[src/rtl/axi_read_arbiter.sv]
// Two-master AXI read-address arbiter with round-robin grant.
// Grant is held from AR issue until the last R beat of the burst.
module axi_read_arbiter #(
  parameter int ID_BITS   = 4,
  parameter int ADDR_BITS = 32,
  parameter int LEN_BITS  = 4,
  parameter int SIZE_BITS = 3
) (
  input  logic                 ACLK,
  input  logic                 ARESET,
  input  logic [ID_BITS-1:0]   ARID_M0,
  input  logic [ADDR_BITS-1:0] ARADDR_M0,
  input  logic [LEN_BITS-1:0]  ARLEN_M0,
  input  logic [SIZE_BITS-1:0] ARSIZE_M0,
  input  logic [1:0]           ARBURST_M0,
  input  logic                 ARVALID_M0,
  output logic                 ARREADY_M0,
  input  logic [ID_BITS-1:0]   ARID_M1,
  input  logic [ADDR_BITS-1:0] ARADDR_M1,
  input  logic [LEN_BITS-1:0]  ARLEN_M1,
  input  logic [SIZE_BITS-1:0] ARSIZE_M1,
  input  logic [1:0]           ARBURST_M1,
  input  logic                 ARVALID_M1,
  output logic                 ARREADY_M1,
  output logic [ID_BITS+3:0]   ARID_S,
  output logic [ADDR_BITS-1:0] ARADDR_S,
  output logic [LEN_BITS-1:0]  ARLEN_S,
  output logic [SIZE_BITS-1:0] ARSIZE_S,
  output logic [1:0]           ARBURST_S,
  output logic                 ARVALID_S,
  input  logic                 ARREADY_S,
  input  logic                 RVALID_S,
  input  logic                 RREADY_S,
  input  logic                 RLAST_S,
  output logic [1:0]           GRANT,
  output logic                 LEN_ERR
);

  typedef enum logic [1:0] {
    IDLE,
    ADDR,
    DATA
  } state_t;

  state_t               state;
  logic                 last_m1;
  logic [LEN_BITS-1:0]  len_q;
  logic [LEN_BITS:0]    beat_cnt;
  logic                 pick_m1;
  logic                 in_addr;
  logic                 r_beat;
  logic [LEN_BITS:0]    len_ext;

  assign in_addr = (state == ADDR);
  assign r_beat  = RVALID_S & RREADY_S;
  assign len_ext = {1'b0, len_q};

  // Round-robin winner: a lone requester wins, a tie goes away from the last owner
  always_comb begin
    pick_m1 = ARVALID_M1;
    if (ARVALID_M0 && ARVALID_M1)
      pick_m1 = ~last_m1;
  end

  // Route the granted master's AR payload and handshake to the shared channel
  always_comb begin
    ARID_S     = '0;
    ARADDR_S   = '0;
    ARLEN_S    = '0;
    ARSIZE_S   = '0;
    ARBURST_S  = '0;
    ARVALID_S  = 1'b0;
    ARREADY_M0 = 1'b0;
    ARREADY_M1 = 1'b0;
    if (GRANT[1]) begin
      ARID_S     = {4'd1, ARID_M1};
      ARADDR_S   = ARADDR_M1;
      ARLEN_S    = ARLEN_M1;
      ARSIZE_S   = ARSIZE_M1;
      ARBURST_S  = ARBURST_M1;
      ARVALID_S  = in_addr & ARVALID_M1;
      ARREADY_M1 = in_addr & ARREADY_S;
    end else if (GRANT[0]) begin
      ARID_S     = {4'd0, ARID_M0};
      ARADDR_S   = ARADDR_M0;
      ARLEN_S    = ARLEN_M0;
      ARSIZE_S   = ARSIZE_M0;
      ARBURST_S  = ARBURST_M0;
      ARVALID_S  = in_addr & ARVALID_M0;
      ARREADY_M0 = in_addr & ARREADY_S;
    end
  end

  // Arbitration FSM: grant, issue address, then track R beats to release
  always_ff @(posedge ACLK) begin
    if (ARESET) begin
      state    <= IDLE;
      GRANT    <= 2'b00;
      last_m1  <= 1'b1;
      len_q    <= '0;
      beat_cnt <= '0;
      LEN_ERR  <= 1'b0;
    end else begin
      LEN_ERR <= 1'b0;
      unique case (state)
        IDLE: begin
          if (ARVALID_M0 || ARVALID_M1) begin
            GRANT <= pick_m1 ? 2'b10 : 2'b01;
            state <= ADDR;
          end
        end
        ADDR: begin
          if (ARVALID_S && ARREADY_S) begin
            len_q    <= GRANT[1] ? ARLEN_M1 : ARLEN_M0;
            beat_cnt <= '0;
            state    <= DATA;
          end
        end
        DATA: begin
          if (r_beat) begin
            if (beat_cnt != '1)
              beat_cnt <= beat_cnt + (LEN_BITS+1)'(1);
            if (RLAST_S) begin
              state   <= IDLE;
              GRANT   <= 2'b00;
              last_m1 <= GRANT[1];
              LEN_ERR <= (beat_cnt != len_ext);
            end else if (beat_cnt == len_ext) begin
              LEN_ERR <= 1'b1;
            end
          end
        end
        default: state <= IDLE;
      endcase
    end
  end

endmodule

[config.mk]
export PLATFORM = sky130hd
export DESIGN_NAME = axi_read_arbiter
export DESIGN_NICKNAME = d
export VERILOG_FILES = /design/src/rtl/axi_read_arbiter.sv
export SDC_FILE = /design/constraint.sdc
export NUM_CORES = 1
export LEC_CHECK = 0
export CAP_MARGIN = 20
export CELL_PAD_IN_SITES_DETAIL_PLACEMENT = 0
export CELL_PAD_IN_SITES_GLOBAL_PLACEMENT = 2
export CORE_MARGIN = 2
export CORE_UTILIZATION = 28
export DETAILED_ROUTE_END_ITERATION = 6
export DONT_BUFFER_PORTS = 1
export GPL_TIMING_DRIVEN = 0
export PLACE_DENSITY = 0.81
export SYNTH_ARGS = -nofsm -noshare
export SYNTH_HDL_FRONTEND = slang
export SYNTH_SLANG_ARGS = --single-unit
[constraint.sdc]
create_clock -name ACLK -period 2.6 [get_ports ACLK]
set_clock_uncertainty 0.15 [all_clocks]
set_input_delay 0.26 -clock ACLK [delete_from_list [all_inputs] [get_ports ACLK]]
set_output_delay 0.26 -clock ACLK [all_outputs]
set_load 0.01 [all_outputs]
### Word level (Yosys, flattened, before mapping)

Cells that the tools add are included.

* bits in registers: 15
* input bits: 98
* output and inout bits: 55
* logic and storage cells: 67

* $add $sub $neg: 1
* equality and inequality tests: 10
* multiplexer cells: 31
* bitwise logic cells: 7
* reduce and logical (&&, ||, !) cells: 12

Operator list (number)
* $mux W32: 2
* $mux W5: 4
* $mux W2: 8
* $mux W4: 4
* $reduce_and A4 Y1: 3
* $pmux W5 S2: 1
* $mux W1: 8
* $ne A2 B2 Y1 const B: 4
* $mux W3: 2
* $pmux W2 S3: 1
* $add A5 B1 Y5 const B: 1
* $eq A5 B4 Y1: 1
* $ne A5 B4 Y1: 1
* $ne A5 B5 Y1 const B: 1
* $and A1 B1 Y1: 4
* $pmux W2 S2: 1
* $reduce_bool A2 Y1: 2
* $not A1 Y1: 3
* $reduce_and A3 Y1: 1
* $reduce_or A3 Y1: 1
* $eq A2 B1 Y1 const B: 1
* $eq A2 B2 Y1 const B: 1
* $logic_and A1 B1 Y1: 2
* $logic_not A2 Y1: 1
* other kinds (3): 3

### Logic depth before layout (Yosys ltp)

* word-level depth: 7
* depth in mapped cells: 6
* depth with buffers taken out: 6

### Worst setup path after synthesis

No wires, ideal clock.

* path kind: register to register
* start point: register beat_cnt[0]
* end point: register beat_cnt[3]
* setup time: 74 ps
* data arrival time: 1586 ps
* required time: 2376 ps
* setup slack: 790 ps
* stages on the path, launching flop included: 7
* buffers on the path: 0
* clock period less this slack: 1810 ps
* cell sequence: dfxtp_1 > ha_1 > and3_2 > ha_1 > nor4_1 > a41oi_1 > a31oi_1

* word-level cells in the longest chain between the ends: 4
* elaborated cells between the ends (all ways): 7
* classes of those cells: add/sub (1); eq/ne (2); mux (3); reduce/logical (1)

Ends and longest elaborated chain
* start, declared: RTL line 48 `logic [LEN_BITS:0] beat_cnt;`
* start signal, assigned: RTL line 122 `beat_cnt <= beat_cnt + (LEN_BITS+1)'(1);`
* $add A5 B1 Y5: RTL line 122
* $mux W5: RTL line 121 `if (beat_cnt != '1)`
* $mux W5: RTL line 120 `if (r_beat) begin`
* $pmux W5 S2: RTL line 105 `unique case (state)`

Parallel ways exist; a longest one is shown, timed or not. The select of a mux whose other input is x is not followed.
A chain may end at the register's enable or synchronous reset.

### Worst setup path after layout

* start point: register GRANT[1]
* end point: output port ARADDR_S[9]

* word-level cells in the longest chain between the ends: 1

Ends and longest elaborated chain
* start, declared: RTL line 35 `output logic [1:0] GRANT,`
* start signal, assigned: RTL line 108 `GRANT <= pick_m1 ? 2'b10 : 2'b01;`
* $mux W32: RTL line 75 `if (GRANT[1]) begin`
* end, declared: RTL line 26 `output logic [ADDR_BITS-1:0] ARADDR_S,`

Every way passes these cells.

==> results by group <==
Layout
  • Finished Layout Cells: 207
  • P&R area growth vs syn: 9.75%
  • Fillers: 491
  • Multi-input gate area: 847 um^2
  • Share of cells above drive strength 1: 0.0903
  • N_diodes: 0
  • Util after Layout: 0.315
  • Reg area: 300 um^2
  • Final nets: 256
  • Design area: 1350 um^2

STA
  • Final Cycle Share: 0.919
  • Final TNS setup: 0 ns
  • Final hold violation count: 0
  • Setup violators final: 0
  • Slew @ Worst Pin: 0.501 ns
  • Fin. max-slew vios: 0
  • RSZ-0062 raised after global routing: false
  • Fmax achieved: 0.419 GHz
  • Slew HR: 0.663
  • Post-layout minimum cycle time: 2.39 ns

Clock network
  • Number of CTS-inserted buffers: 3
  • Worst skew pair latency: 0.25 ns
  • Clk Tree Root Cell: clkbuf_8
  • Setup Fix Bufs, Post-CTS: 0
  • Clock sinks: 15
  • # resized after CTS: 0
  • H-tree Lvls: 1
  • Maximum root-to-sink buffer count: 2
  • Hold-fix buffers at CTS: 0
  • CTS tree: done
  • Clock transition at the registers of the reported paths: 0.06 ns

Setup path
  • CP Capture Type: primary output
  • WS Path Type: flop to primary output
  • Crit path launch type: flop
  • Crit path DAT: 1.98 ns
  • Crit Path Max Fanout: 10
  • Worst EP required: 2.19 ns

Pwr
  • Total power: 634 uW
  • LEAKAGE: 0.000516 uW
  • Maximum VDD drop: 174 uV
  • Cell Pwr Density: 468 nW/um^2

Status
  • Status: finished, final reports clean

Hold path
  • Worst min path class: input pin to flop

Yosys
  • Synth area leader: a22o_1
  • Synth Instances: 149
  • Post-synth EDFFs: 0
  • Synth Area per Inst: 8.27 um^2
  • Leading post-synthesis cells by cell area: a22o_1, dfxtp_1, mux2i_1, clkbuf_1, nor2_1
  • FF+latch count, synth: 15
  • Ys flop type: dfxtp_1
  • Post-Syn Area: 1230 um^2
  • Async S/R FF share, synth: 0
  • Cell variety after synth: 36
  • Yosys warns: 0
  • Post-synthesis sequential area ratio: 0.244
  • Top-area cell type share of the netlist area: 0.320

Placed design
  • Port Buf Inserts: 0
  • HPWL Detailed: 3580 um
  • Number of cells after detailed placement: 203
  • RD Place Congestion: 0.799
  • Post-DP Area: 1310 um^2

Floorplan
  • Die height: 70.3 um
  • Core Region: 4290 um^2
  • DIE WIDTH: 70.3 um
  • Initial core utilization: 0.287
  • Die footprint: 4950 um^2
  • IO Pins: 153
  • Row count: 24

Global routing
  • GRT met1 Usage: 0.163
  • First-pass GRT wire length: 6110 um
  • Gr busiest metal: met2
  • Met2 usage: 0.301
  • Largest net degree at the start of global routing: 11
  • Gr ovfl total: 0
  • Antenna violations before repair: 0
  • Global Route Usage Sum: 0.157
  • GR Util met3: 0.0390
  • Vias in the first global route: 1160

Route
  • First-pass detailed-route iteration total: 3
  • Post-DR vias/cell: 6.03
  • Routed wire length: 4160 um
  • Final ANT Viol Nets: 0
  • WL/cell: 20.1 um
  • Vias: 1248
  • DRC Markers: 0
  • Drt initial violations: 48

Job
  • Max_cap viols: 0
==> through the flow <==
step | hold WS (ns) | setup slack [ns]
floorplan | 0.268 | 0.790
global placement | 0.285 | 0.414
detailed placement | 0.289 | 0.381
CTS | 0.0213 | 0.103
global route | 0.0417 | 0.0167
finish | 0.0296 | 0.212
==> flip-flops by register name, indices dropped and copies added (netlist names) <==
name	cells
last_m1	1
beat_cnt	5
LEN_ERR	1
len_q	4
state	2
GRANT	2
==> logic make-up after synthesis <==
kind of cell,count (synthesis),synth area share
buf+inv,20,0.0751
xor+xnor,4,0.0345
compound gates,65,0.433
fa+ha+maj,2,0.0203
flops,15,0.244
mux,4,0.0325
other cells,1,0.00304
simple gates,38,0.158
==> cells in the final DEF (no fill, tap or decap), drive strengths merged, types with 3 or more instances in the layout <==
master / Yosys / routed
mux2i: 4 / 4
clkbuf: 10 / 13
nand2: 7 / 7
inv: 3 / 3
dfxtp: 15 / 15
buf: 7 / 7
a211oi: 4 / 4
conb: 1 / 3
or3: 3 / 3
nand3: 4 / 4
nor2: 10 / 10
a22o: 45 / 45
a31oi: 3 / 3
xnor2: 3 / 3
a21oi: 4 / 4
==> worst max-delay path: stages (launching register included) <==
cell	delay [ns]
dfxtp_1	0.36
buf_2	0.21
nor2b_1	0.12
clkbuf_1	0.37
clkbuf_1	0.39
a22o_1	0.28
==> worst paths after layout <==
path / start / to / slack (ns) / cells past startpoint
max reg2reg: beat_cnt[0] / beat_cnt[3] / 0.59 / 6
min: RLAST_S / LEN_ERR / 0.03 / 2
max: GRANT[1] / ARADDR_S[9] / 0.21 / 5
min reg2reg: last_m1 / last_m1 / 0.33 / 1
==> report_power, final <==
| group | total (uW) | internal, uW | switching (uW) |
|---|---|---|---|
| Combinational | 197 | 74.6 | 123 |
| Clock | 190 | 106 | 83.4 |
| Sequential | 247 | 238 | 9.01 |
==> cell usage after synthesis (all sizes together) (3+ instances only) <==
| library cell | n |
|---|---|
| nand3 | 4 |
| nor2 | 10 |
| a21oi | 4 |
| mux2i | 4 |
| clkbuf | 10 |
| a31oi | 3 |
| nand2 | 7 |
| a211oi | 4 |
| inv | 3 |
| xnor2 | 3 |
| dfxtp | 15 |
| or3 | 3 |
| buf | 7 |
| a22o | 45 |
==> layout make-up <==
type | instances | area share
Buffer | 17 | 0.0611
Clock buffer | 3 | 0.0305
Clock inverter | 1 | 0.00370
Inverter | 3 | 0.00833
Multi-Input combinational cell | 116 | 0.626
Sequential cell | 15 | 0.222
Tap cell | 52 | 0.0481
==> layer usage <==
metal,vias to the layer above,wire length [um],share of wire
met2,66,2290,0.55
met4,0,53,0.013
li1,590,-,-
met3,4,335,0.081
met1,588,1480,0.36
met5,-,0,0
No activity file was read; power rests on OpenSTA's default activity.
